`config.mk`:
```
export PLATFORM = sky130hd
export DESIGN_NAME = serial_word_deserializer
export DESIGN_NICKNAME = d
export VERILOG_FILES = /design/src/rtl/serial_word_deserializer.sv
export SDC_FILE = /design/constraint.sdc
export NUM_CORES = 1
export LEC_CHECK = 0
export ABC_AREA = 0
export BUFFER_PORTS_ARGS = -buffer_cell sky130_fd_sc_hd__clkbuf_2
export CAP_MARGIN = 40
export CORE_MARGIN = 2
export CORE_UTILIZATION = 55
export CTS_CLUSTER_DIAMETER = 80
export DETAILED_ROUTE_END_ITERATION = 16
export PLACE_DENSITY = 0.81
export REMOVE_ABC_BUFFERS = 1
export SYNTH_ARGS = -nofsm -noshare
export SYNTH_HDL_FRONTEND = slang
export SYNTH_SLANG_ARGS = --single-unit
```
`constraint.sdc`:
```
create_clock -name i_clk -period 4.22 [get_ports i_clk]
set_clock_uncertainty 0.2 [all_clocks]
set_input_delay 0.844 -clock i_clk [delete_from_list [all_inputs] [get_ports i_clk]]
set_output_delay 0.844 -clock i_clk [all_outputs]
set_load 0.01 [all_outputs]
```
`src/rtl/serial_word_deserializer.sv`:
```
// Reassembles framed words from a strobed serial bit stream and presents them
// on a valid/ready interface behind a one-entry holding register.
module serial_word_deserializer #(
  parameter int DATA_WIDTH = 8,
  parameter bit MSB_FIRST  = 1'b1
) (
  input  logic                          i_clk,
  input  logic                          i_rst,
  input  logic                          i_ser_in,
  input  logic                          i_ser_valid,
  input  logic                          i_sync,
  input  logic                          i_clr_err,
  output logic [DATA_WIDTH-1:0]         o_par_out,
  output logic                          o_valid,
  input  logic                          i_ready,
  output logic                          o_busy,
  output logic [$clog2(DATA_WIDTH)-1:0] o_bit_cnt,
  output logic                          o_overflow,
  output logic                          o_sync_err
);

  localparam int CW = $clog2(DATA_WIDTH);
  localparam logic [CW-1:0] LAST_CNT = CW'(DATA_WIDTH - 1);

  typedef enum logic {ST_IDLE, ST_ACTIVE} state_t;

  state_t                r_state, w_state_next;
  logic [DATA_WIDTH-1:0] r_sh, w_sh_next;
  logic [DATA_WIDTH-1:0] r_par, w_par_next;
  logic [DATA_WIDTH-1:0] w_shifted, w_first;
  logic [CW-1:0]         r_cnt, w_cnt_next;
  logic                  r_valid, w_valid_next;
  logic                  r_ovf, w_ovf_next;
  logic                  r_serr, w_serr_next;
  logic                  w_done, w_ovf_set, w_serr_set;

  // w_first places a lone bit where a fresh word's first bit must start so that
  // the remaining shifts carry it to its final position.
  generate
    if (MSB_FIRST) begin : g_msb
      assign w_shifted = {r_sh[DATA_WIDTH-2:0], i_ser_in};
      assign w_first   = {{(DATA_WIDTH-1){1'b0}}, i_ser_in};
    end else begin : g_lsb
      assign w_shifted = {i_ser_in, r_sh[DATA_WIDTH-1:1]};
      assign w_first   = {i_ser_in, {(DATA_WIDTH-1){1'b0}}};
    end
  endgenerate

  always_ff @(posedge i_clk) begin
    if (i_rst) begin
      r_state <= ST_IDLE;
      r_sh    <= '0;
      r_cnt   <= '0;
      r_par   <= '0;
      r_valid <= 1'b0;
      r_ovf   <= 1'b0;
      r_serr  <= 1'b0;
    end else begin
      r_state <= w_state_next;
      r_sh    <= w_sh_next;
      r_cnt   <= w_cnt_next;
      r_par   <= w_par_next;
      r_valid <= w_valid_next;
      r_ovf   <= w_ovf_next;
      r_serr  <= w_serr_next;
    end
  end

  always_comb begin
    w_state_next = r_state;
    w_sh_next    = r_sh;
    w_cnt_next   = r_cnt;
    w_par_next   = r_par;
    w_valid_next = r_valid;
    w_done       = 1'b0;
    w_ovf_set    = 1'b0;
    w_serr_set   = 1'b0;

    if (i_ser_valid) begin
      case (r_state)
        ST_IDLE: begin
          if (i_sync) begin
            w_state_next = ST_ACTIVE;
            w_sh_next    = w_first;
            w_cnt_next   = CW'(1);
          end
        end
        ST_ACTIVE: begin
          if (i_sync && (r_cnt != '0)) begin
            w_serr_set = 1'b1;
            w_sh_next  = w_first;
            w_cnt_next = CW'(1);
          end else if (r_cnt == LAST_CNT) begin
            w_done     = 1'b1;
            w_sh_next  = w_shifted;
            w_cnt_next = '0;
          end else begin
            w_sh_next  = w_shifted;
            w_cnt_next = r_cnt + 1'b1;
          end
        end
        default: w_state_next = ST_IDLE;
      endcase
    end

    // A completed word only lands if the holding register is empty or draining now.
    if (w_done) begin
      if (!r_valid || i_ready) begin
        w_valid_next = 1'b1;
        w_par_next   = w_shifted;
      end else begin
        w_ovf_set = 1'b1;
      end
    end else if (r_valid && i_ready) begin
      w_valid_next = 1'b0;
    end

    w_ovf_next  = (r_ovf  & ~i_clr_err) | w_ovf_set;
    w_serr_next = (r_serr & ~i_clr_err) | w_serr_set;
  end

  assign o_par_out  = r_par;
  assign o_valid    = r_valid;
  assign o_busy     = (r_state == ST_ACTIVE);
  assign o_bit_cnt  = r_cnt;
  assign o_overflow = r_ovf;
  assign o_sync_err = r_serr;

endmodule

```
==> results of run 1 <==
## sequential cells by signal, summed over array words and instances, names as in the netlist
signal / cells
o_par_out: 8
r_sh: 7
o_bit_cnt: 3
o_busy: 1
o_overflow: 1
o_sync_err: 1
o_valid: 1
## cells in the mapped netlist
| cell | count | share of area |
|---|---|---|
| inv_2 | 1 | 0.0038 |
| nand2b_1 | 18 | 0.11 |
| o211ai_1 | 8 | 0.061 |
| o221a_2 | 1 | 0.011 |
| a32oi_1 | 1 | 0.0089 |
| and2_1 | 1 | 0.0064 |
| nand2_1 | 9 | 0.034 |
| a211oi_1 | 1 | 0.0076 |
| o21ai_2 | 1 | 0.0089 |
| buf_2 | 1 | 0.0051 |
| dfxtp_1 | 22 | 0.45 |
| mux2i_1 | 9 | 0.091 |
| nand3_1 | 1 | 0.0051 |
| a211o_1 | 1 | 0.0089 |
| nor2_1 | 3 | 0.011 |
| clkbuf_1 | 3 | 0.011 |
| a21o_2 | 1 | 0.0089 |
| inv_1 | 3 | 0.011 |
| ha_1 | 3 | 0.038 |
| buf_6 | 2 | 0.023 |
| nor2b_4 | 1 | 0.014 |
| o2111a_1 | 1 | 0.011 |
| a21oi_1 | 11 | 0.056 |
## cell type report
cell class	instances	area, um2
sequential	22	440
clock buffer	3	22.5
timing repair buffer	21	105
fill	149	603
tap	25	31.3
inverter	4	15.0
multi-input combinational	71	490
## layer usage
metal / track usage / part of all wire / vias to the layer above
met5: 0 / 0 / -
li1: - / - / 396
met4: 0.0857 / 0.012 / 0
met1: 0.240 / 0.49 / 318
met3: 0.0353 / 0.036 / 2
met2: 0.253 / 0.46 / 17
## power groups by stage
| stage | clock [mW] | sequential, mW | combinational (mW) |
|---|---|---|---|
| after floorplan | 0 | 0.217 | 0.0148 |
| after global placement | 0 | 0.217 | 0.0267 |
| after detailed placement | 0 | 0.217 | 0.0274 |
| after CTS | 0.0955 | 0.212 | 0.0275 |
| after global routing | 0.103 | 0.213 | 0.0304 |
| final | 0.0922 | 0.212 | 0.0275 |
## worst reg2reg max path, delay by kind of cell, from the launching register on
| family | cells | cell delay [ns] |
|---|---|---|
| buffers and inverters | 1 | 0.09 |
| AOI/OAI and AO/OA | 1 | 0.50 |
| muxes | 1 | 0.24 |
| and+or+nand+nor | 1 | 0.28 |
| adders and majority gates | 1 | 0.20 |
| DFF | 1 | 0.36 |
## how the worst min path moves through the flow
stage	cells after the start	startpoint	end
CTS	2	r_sh[6]	r_sh[6]
global route	2	r_sh[3]	r_sh[3]
floorplan	2	r_sh[6]	r_sh[6]
detailed placement	2	r_sh[6]	r_sh[6]
global placement	2	r_sh[6]	r_sh[6]
finish	2	r_sh[6]	r_sh[6]
## cells by family after synthesis
| family | after synthesis | share of synthesized area |
|---|---|---|
| AO/OA/AOI/OAI | 26 | 0.183 |
| adder cells (fa/ha/maj) | 3 | 0.0381 |
| multiplexers | 9 | 0.0915 |
| buffers and inverters | 10 | 0.0546 |
| flip-flops | 22 | 0.447 |
| AND/OR/NAND/NOR | 33 | 0.186 |
## per-stage QoR
step | instance area, um2 | instances | util
6_report | 1100 | 146 | 0.647
4_1_cts | 1100 | 146 | 0.647
2_1_floorplan | 946 | 97 | -
3_5_place_dp | 1080 | 143 | 0.634
5_1_grt | 1100 | 146 | 0.647
3_3_place_gp | 1080 | 143 | 0.634
==> results.py, run 1 <==
metrics = {
    "yosys": {
        "synthCells": 103,
        "avgSynthCellArea_um2": 9.56,
        "synth_cell_types": 23,
        "syn-cell-area_um2": 985,
        "yosysWarnings": 0,
        "ys_seq_area_frac": 0.447,
        "yosys_register_bits": 22,
    },
    "final_layout": {
        "layout_common_cells": "dfxtp_1 (22), clkbuf_2 (21), nand2b_1 (18), a21oi_1 (11)",
        "final_common_cell": "dfxtp_1",
        "diodes": 0,
        "layout-drive-gt1-share": 0.240,
        "fin_nets": 133,
        "area_growth_pct": 12.2,
    },
    "outcome": {
        "status": "complete, no violations",
    },
    "die": {
        "start_util": 0.577,
        "dieArea_um2": 2140,
        "row_count": 15,
        "die_height_um": 46.3,
        "io_pins": 22,
        "die_w_um": 46.3,
        "core-area_um2": 1710,
    },
    "critical_path": {
        "cp.arrival_ns": 2.09,
        "reg2reg_to": "o_par_out[6]",
        "cp_top_family": "compound AO/OA/AOI/OAI gates",
        "cp-endpoint": "o_par_out[6]",
        "cpPeakStageDelay_ns": 0.54,
        "crit_path_start_kind": "input pin",
        "critPathKind": "in2reg",
        "path_cells": "clkbuf_2 -> and2_1 -> o2111a_1 -> mux2i_1",
        "crit_cells": 4,
        "startpoint": "i_ser_valid",
        "r2r_setup_slack_ns": 2.30,
        "crit_fanout": 11,
        "r2r_cells": 5,
        "cp.required_ns": 4.26,
        "path_buf_inv": 1,
        "endpoint_kind": "register",
        "worst_path_max_delay_cell": "o2111a_1",
        "crit-reg2reg-launch": "o_bit_cnt[0]",
    },
    "global_route": {
        "gr-usage-all-layers": 0.173,
        "antenna_found_initial": 0,
        "grt_max_degree": 31,
        "grt_pass1_wl_mm": 2.65,
        "overflow": 0,
        "first_global_vias": 615,
    },
    "pwr": {
        "vdd_ir_drop_max_mv": 0.177,
        "power.density_nw_per_um2": 301,
        "p_leak_nw": 0.428,
        "p_sw_frac": 0.235,
        "power_mw": 0.332,
        "pwr-share-comb": 0.083,
        "p_sw_mw": 0.0782,
        "clock_power_share": 0.278,
        "seqPwrFrac": 0.640,
        "p_int_mw": 0.254,
    },
    "drt": {
        "post_drt_via_cell_ratio": 5.02,
        "via_count": 733,
        "firstDrtPassIters": 3,
        "wl_per_cell_um": 11.3,
        "ant_nets": 0,
        "drt_iter0_markers": 8,
        "drc_errors": 0,
        "wirelength_mm": 1.65,
    },
    "cts": {
        "cts-root-buf": "clkbuf_4",
        "cts_resized": 0,
        "cts.htree.levels": 1,
        "cts_setup_buffers": 0,
        "path_clk_slew_ns": 0.11,
        "cts.sinks": 22,
        "cts_tree": "done",
        "clockBufferDepth": 2,
        "clock_latency_ns": 0.30,
        "cts_inserted_buffers": 3,
        "hold_buffers": 0,
    },
    "sta": {
        "rsz0062_at_grt": "no",
        "setup_violations": 0,
        "tns_ns": 0,
        "finalCriticalPeriod_ns": 2.05,
        "hold_violations": 0,
        "slew_headroom": 0.684,
        "hold-worst-slack_ns": 0.260,
        "tightest_slew_ns": 0.473,
        "setup_ws_ns": 2.17,
        "finalCritPeriodShare": 0.486,
        "max_freq_mhz": 488,
        "finalMaxSlewViolations": 0,
    },
    "placed_design": {
        "dp_slack_ns": 1.83,
        "dp_hpwl_mm": 1.17,
        "io_buffer_count": 21,
        "gp_congestion": 0.744,
    },
    "job": {
        "max-cap-violations": 0,
    },
    "hold_path": {
        "min_path_type": "reg2reg",
    },
}
Power figures use the tool's default switching activity.
==> run 2: changes to the inputs <==
- CORE_UTILIZATION: 55 -> 51
- PLACE_DENSITY: 0.81 -> 0.76
- clock period: 4.22 -> 1.9 ns (I/O delays scaled with it)
==> run 2 against run 1 <==
Sequential power up 120%. Power up 140%. Sequential share of layout area down 1.1 points. Wire length up 4.9%. First-iteration DRC count up 50%. Largest power group unchanged.
==> results.py, run 2 (synthesized netlist as in run 1, its figures left out) <==
metrics = {
    "outcome": {
        "status": "complete, no violations",
    },
    "hold_path": {
        "min-delay-start": "i_ser_in",
        "min_path_cells": 3,
        "holdPathEnd": "r_sh[0]",
        "min_path_type": "in2reg",
    },
    "critical_path": {
        "crit_fanout": 9,
        "reg2reg_to": "o_bit_cnt[0]",
        "crit_path_start_kind": "register",
        "r2r_setup_slack_ns": 0.13,
        "path_buf_inv": 2,
        "r2r_cells": 6,
        "path_cells": "inv_1 -> ha_1 -> nor2b_4 -> buf_4 -> o221a_2 -> a211oi_1",
        "crit-reg2reg-launch": "o_bit_cnt[0]",
        "worst_path_max_delay_cell": "dfxtp_1",
        "cp_top_family": "compound AO/OA/AOI/OAI gates",
        "cpPeakStageDelay_ns": 0.40,
        "critPathKind": "reg2reg",
        "endpoint_kind": "register",
        "startpoint": "o_bit_cnt[0]",
        "cp.arrival_ns": 1.77,
        "cp.required_ns": 1.90,
        "crit_cells": 6,
    },
    "final_layout": {
        "seqCellArea_um2": 440,
        "largest_register_ff_count": 8,
        "diodes": 0,
        "fill_cells": 168,
        "layout-drive-gt1-share": 0.266,
        "area_growth_pct": 15.2,
        "layout_common_cells": "dfxtp_1 (22), clkbuf_2 (21), nand2b_1 (18), a21oi_1 (11)",
        "design_area_um2": 1130,
        "final_common_cell": "dfxtp_1",
        "fin_nets": 135,
        "multi_input_area_um2": 492,
    },
    "sta": {
        "max_freq_mhz": 564,
        "finalCriticalPeriod_ns": 1.77,
        "tns_ns": 0,
        "hold_violations": 0,
        "tightest_slew_ns": 0.491,
        "slew_headroom": 0.673,
        "rsz0062_at_grt": "no",
        "hold-worst-slack_ns": 0.137,
        "finalMaxSlewViolations": 0,
        "finalCritPeriodShare": 0.934,
        "setup_violations": 0,
    },
    "cts": {
        "path_clk_slew_ns": 0.11,
        "cts.htree.levels": 1,
        "cts_setup_buffers": 0,
        "cts_resized": 0,
        "cts_tree": "done",
        "clockBufferDepth": 2,
        "clock_latency_ns": 0.29,
        "hold_buffers": 0,
        "cts_inserted_buffers": 3,
        "cts-root-buf": "clkbuf_4",
        "cts.sinks": 22,
    },
    "job": {
        "max-cap-violations": 0,
    },
    "die": {
        "core-area_um2": 1760,
        "dieArea_um2": 2300,
        "start_util": 0.558,
        "io_pins": 22,
        "die_height_um": 47.9,
        "die_w_um": 47.9,
        "row_count": 15,
    },
    "global_route": {
        "gr-usage-all-layers": 0.169,
        "grt_pass1_wl_mm": 2.79,
        "antenna_found_initial": 0,
        "grt_max_degree": 31,
        "overflow": 0,
        "first_global_vias": 661,
    },
    "drt": {
        "drt_iter0_markers": 12,
        "ant_nets": 0,
        "wl_per_cell_um": 11.6,
        "drc_errors": 0,
        "firstDrtPassIters": 4,
        "wirelength_mm": 1.73,
        "post_drt_via_cell_ratio": 5.18,
        "via_count": 772,
    },
    "placed_design": {
        "dp_hpwl_mm": 1.20,
        "placed_cell_area_um2": 1100,
        "io_buffer_count": 21,
        "gp_congestion": 0.769,
    },
    "pwr": {
        "power.density_nw_per_um2": 691,
        "vdd_ir_drop_max_mv": 0.494,
        "power_mw": 0.784,
        "p_leak_nw": 0.444,
    },
}
## run 2: final cells by class
| type | instances | share of cell area |
|---|---|---|
| multi-input combinational | 71 | 0.433 |
| inverter | 4 | 0.0132 |
| sequential | 22 | 0.388 |
| tap | 25 | 0.0276 |
| timing repair buffer | 23 | 0.106 |
| clock buffer | 4 | 0.0320 |
## run 2: layer usage
| layer | track usage | wire, um |
|---|---|---|
| met1 | 0.250 | 846 |
| met3 | 0.0340 | 68 |
| met5 | 0 | 0 |
| met2 | 0.248 | 795 |
| met4 | 0.0486 | 15 |
## run 2: worst max path at each step
stage / endpoint / slack, ns
2_1_floorplan: o_par_out[0] / 0.20
3_3_place_gp: o_par_out[0] / 0.20
3_5_place_dp: o_par_out[0] / 0.13
4_1_cts: o_par_out[0] / 0.09
5_1_grt: o_bit_cnt[0] / 0.05
6_report: o_bit_cnt[0] / 0.13
## run 2: tightest hold or removal path, delay by kind of cell
kind	cells	cell delay, ns
AND/OR/NAND/NOR	1	0.07
buffers and inverters	1	0.09
multiplexers	1	0.06
## run 2: metrics by stage
step	instances	setup slack [ns]	utilization
floorplan	97	0.201	-
global placement	145	0.202	0.622
detailed placement	145	0.131	0.622
CTS	149	0.0884	0.643
global route	149	0.0482	0.643
finish	149	0.126	0.643
## run 2: power by group
part / total [mW] / internal (mW) / switching, mW / leakage [nW]
combinational: 0.0658 / 0.0268 / 0.0391 / 0.245
clock: 0.247 / 0.117 / 0.130 / 0.0210
sequential: 0.472 / 0.466 / 0.00537 / 0.178
total: 0.784 / 0.610 / 0.175 / 0.444
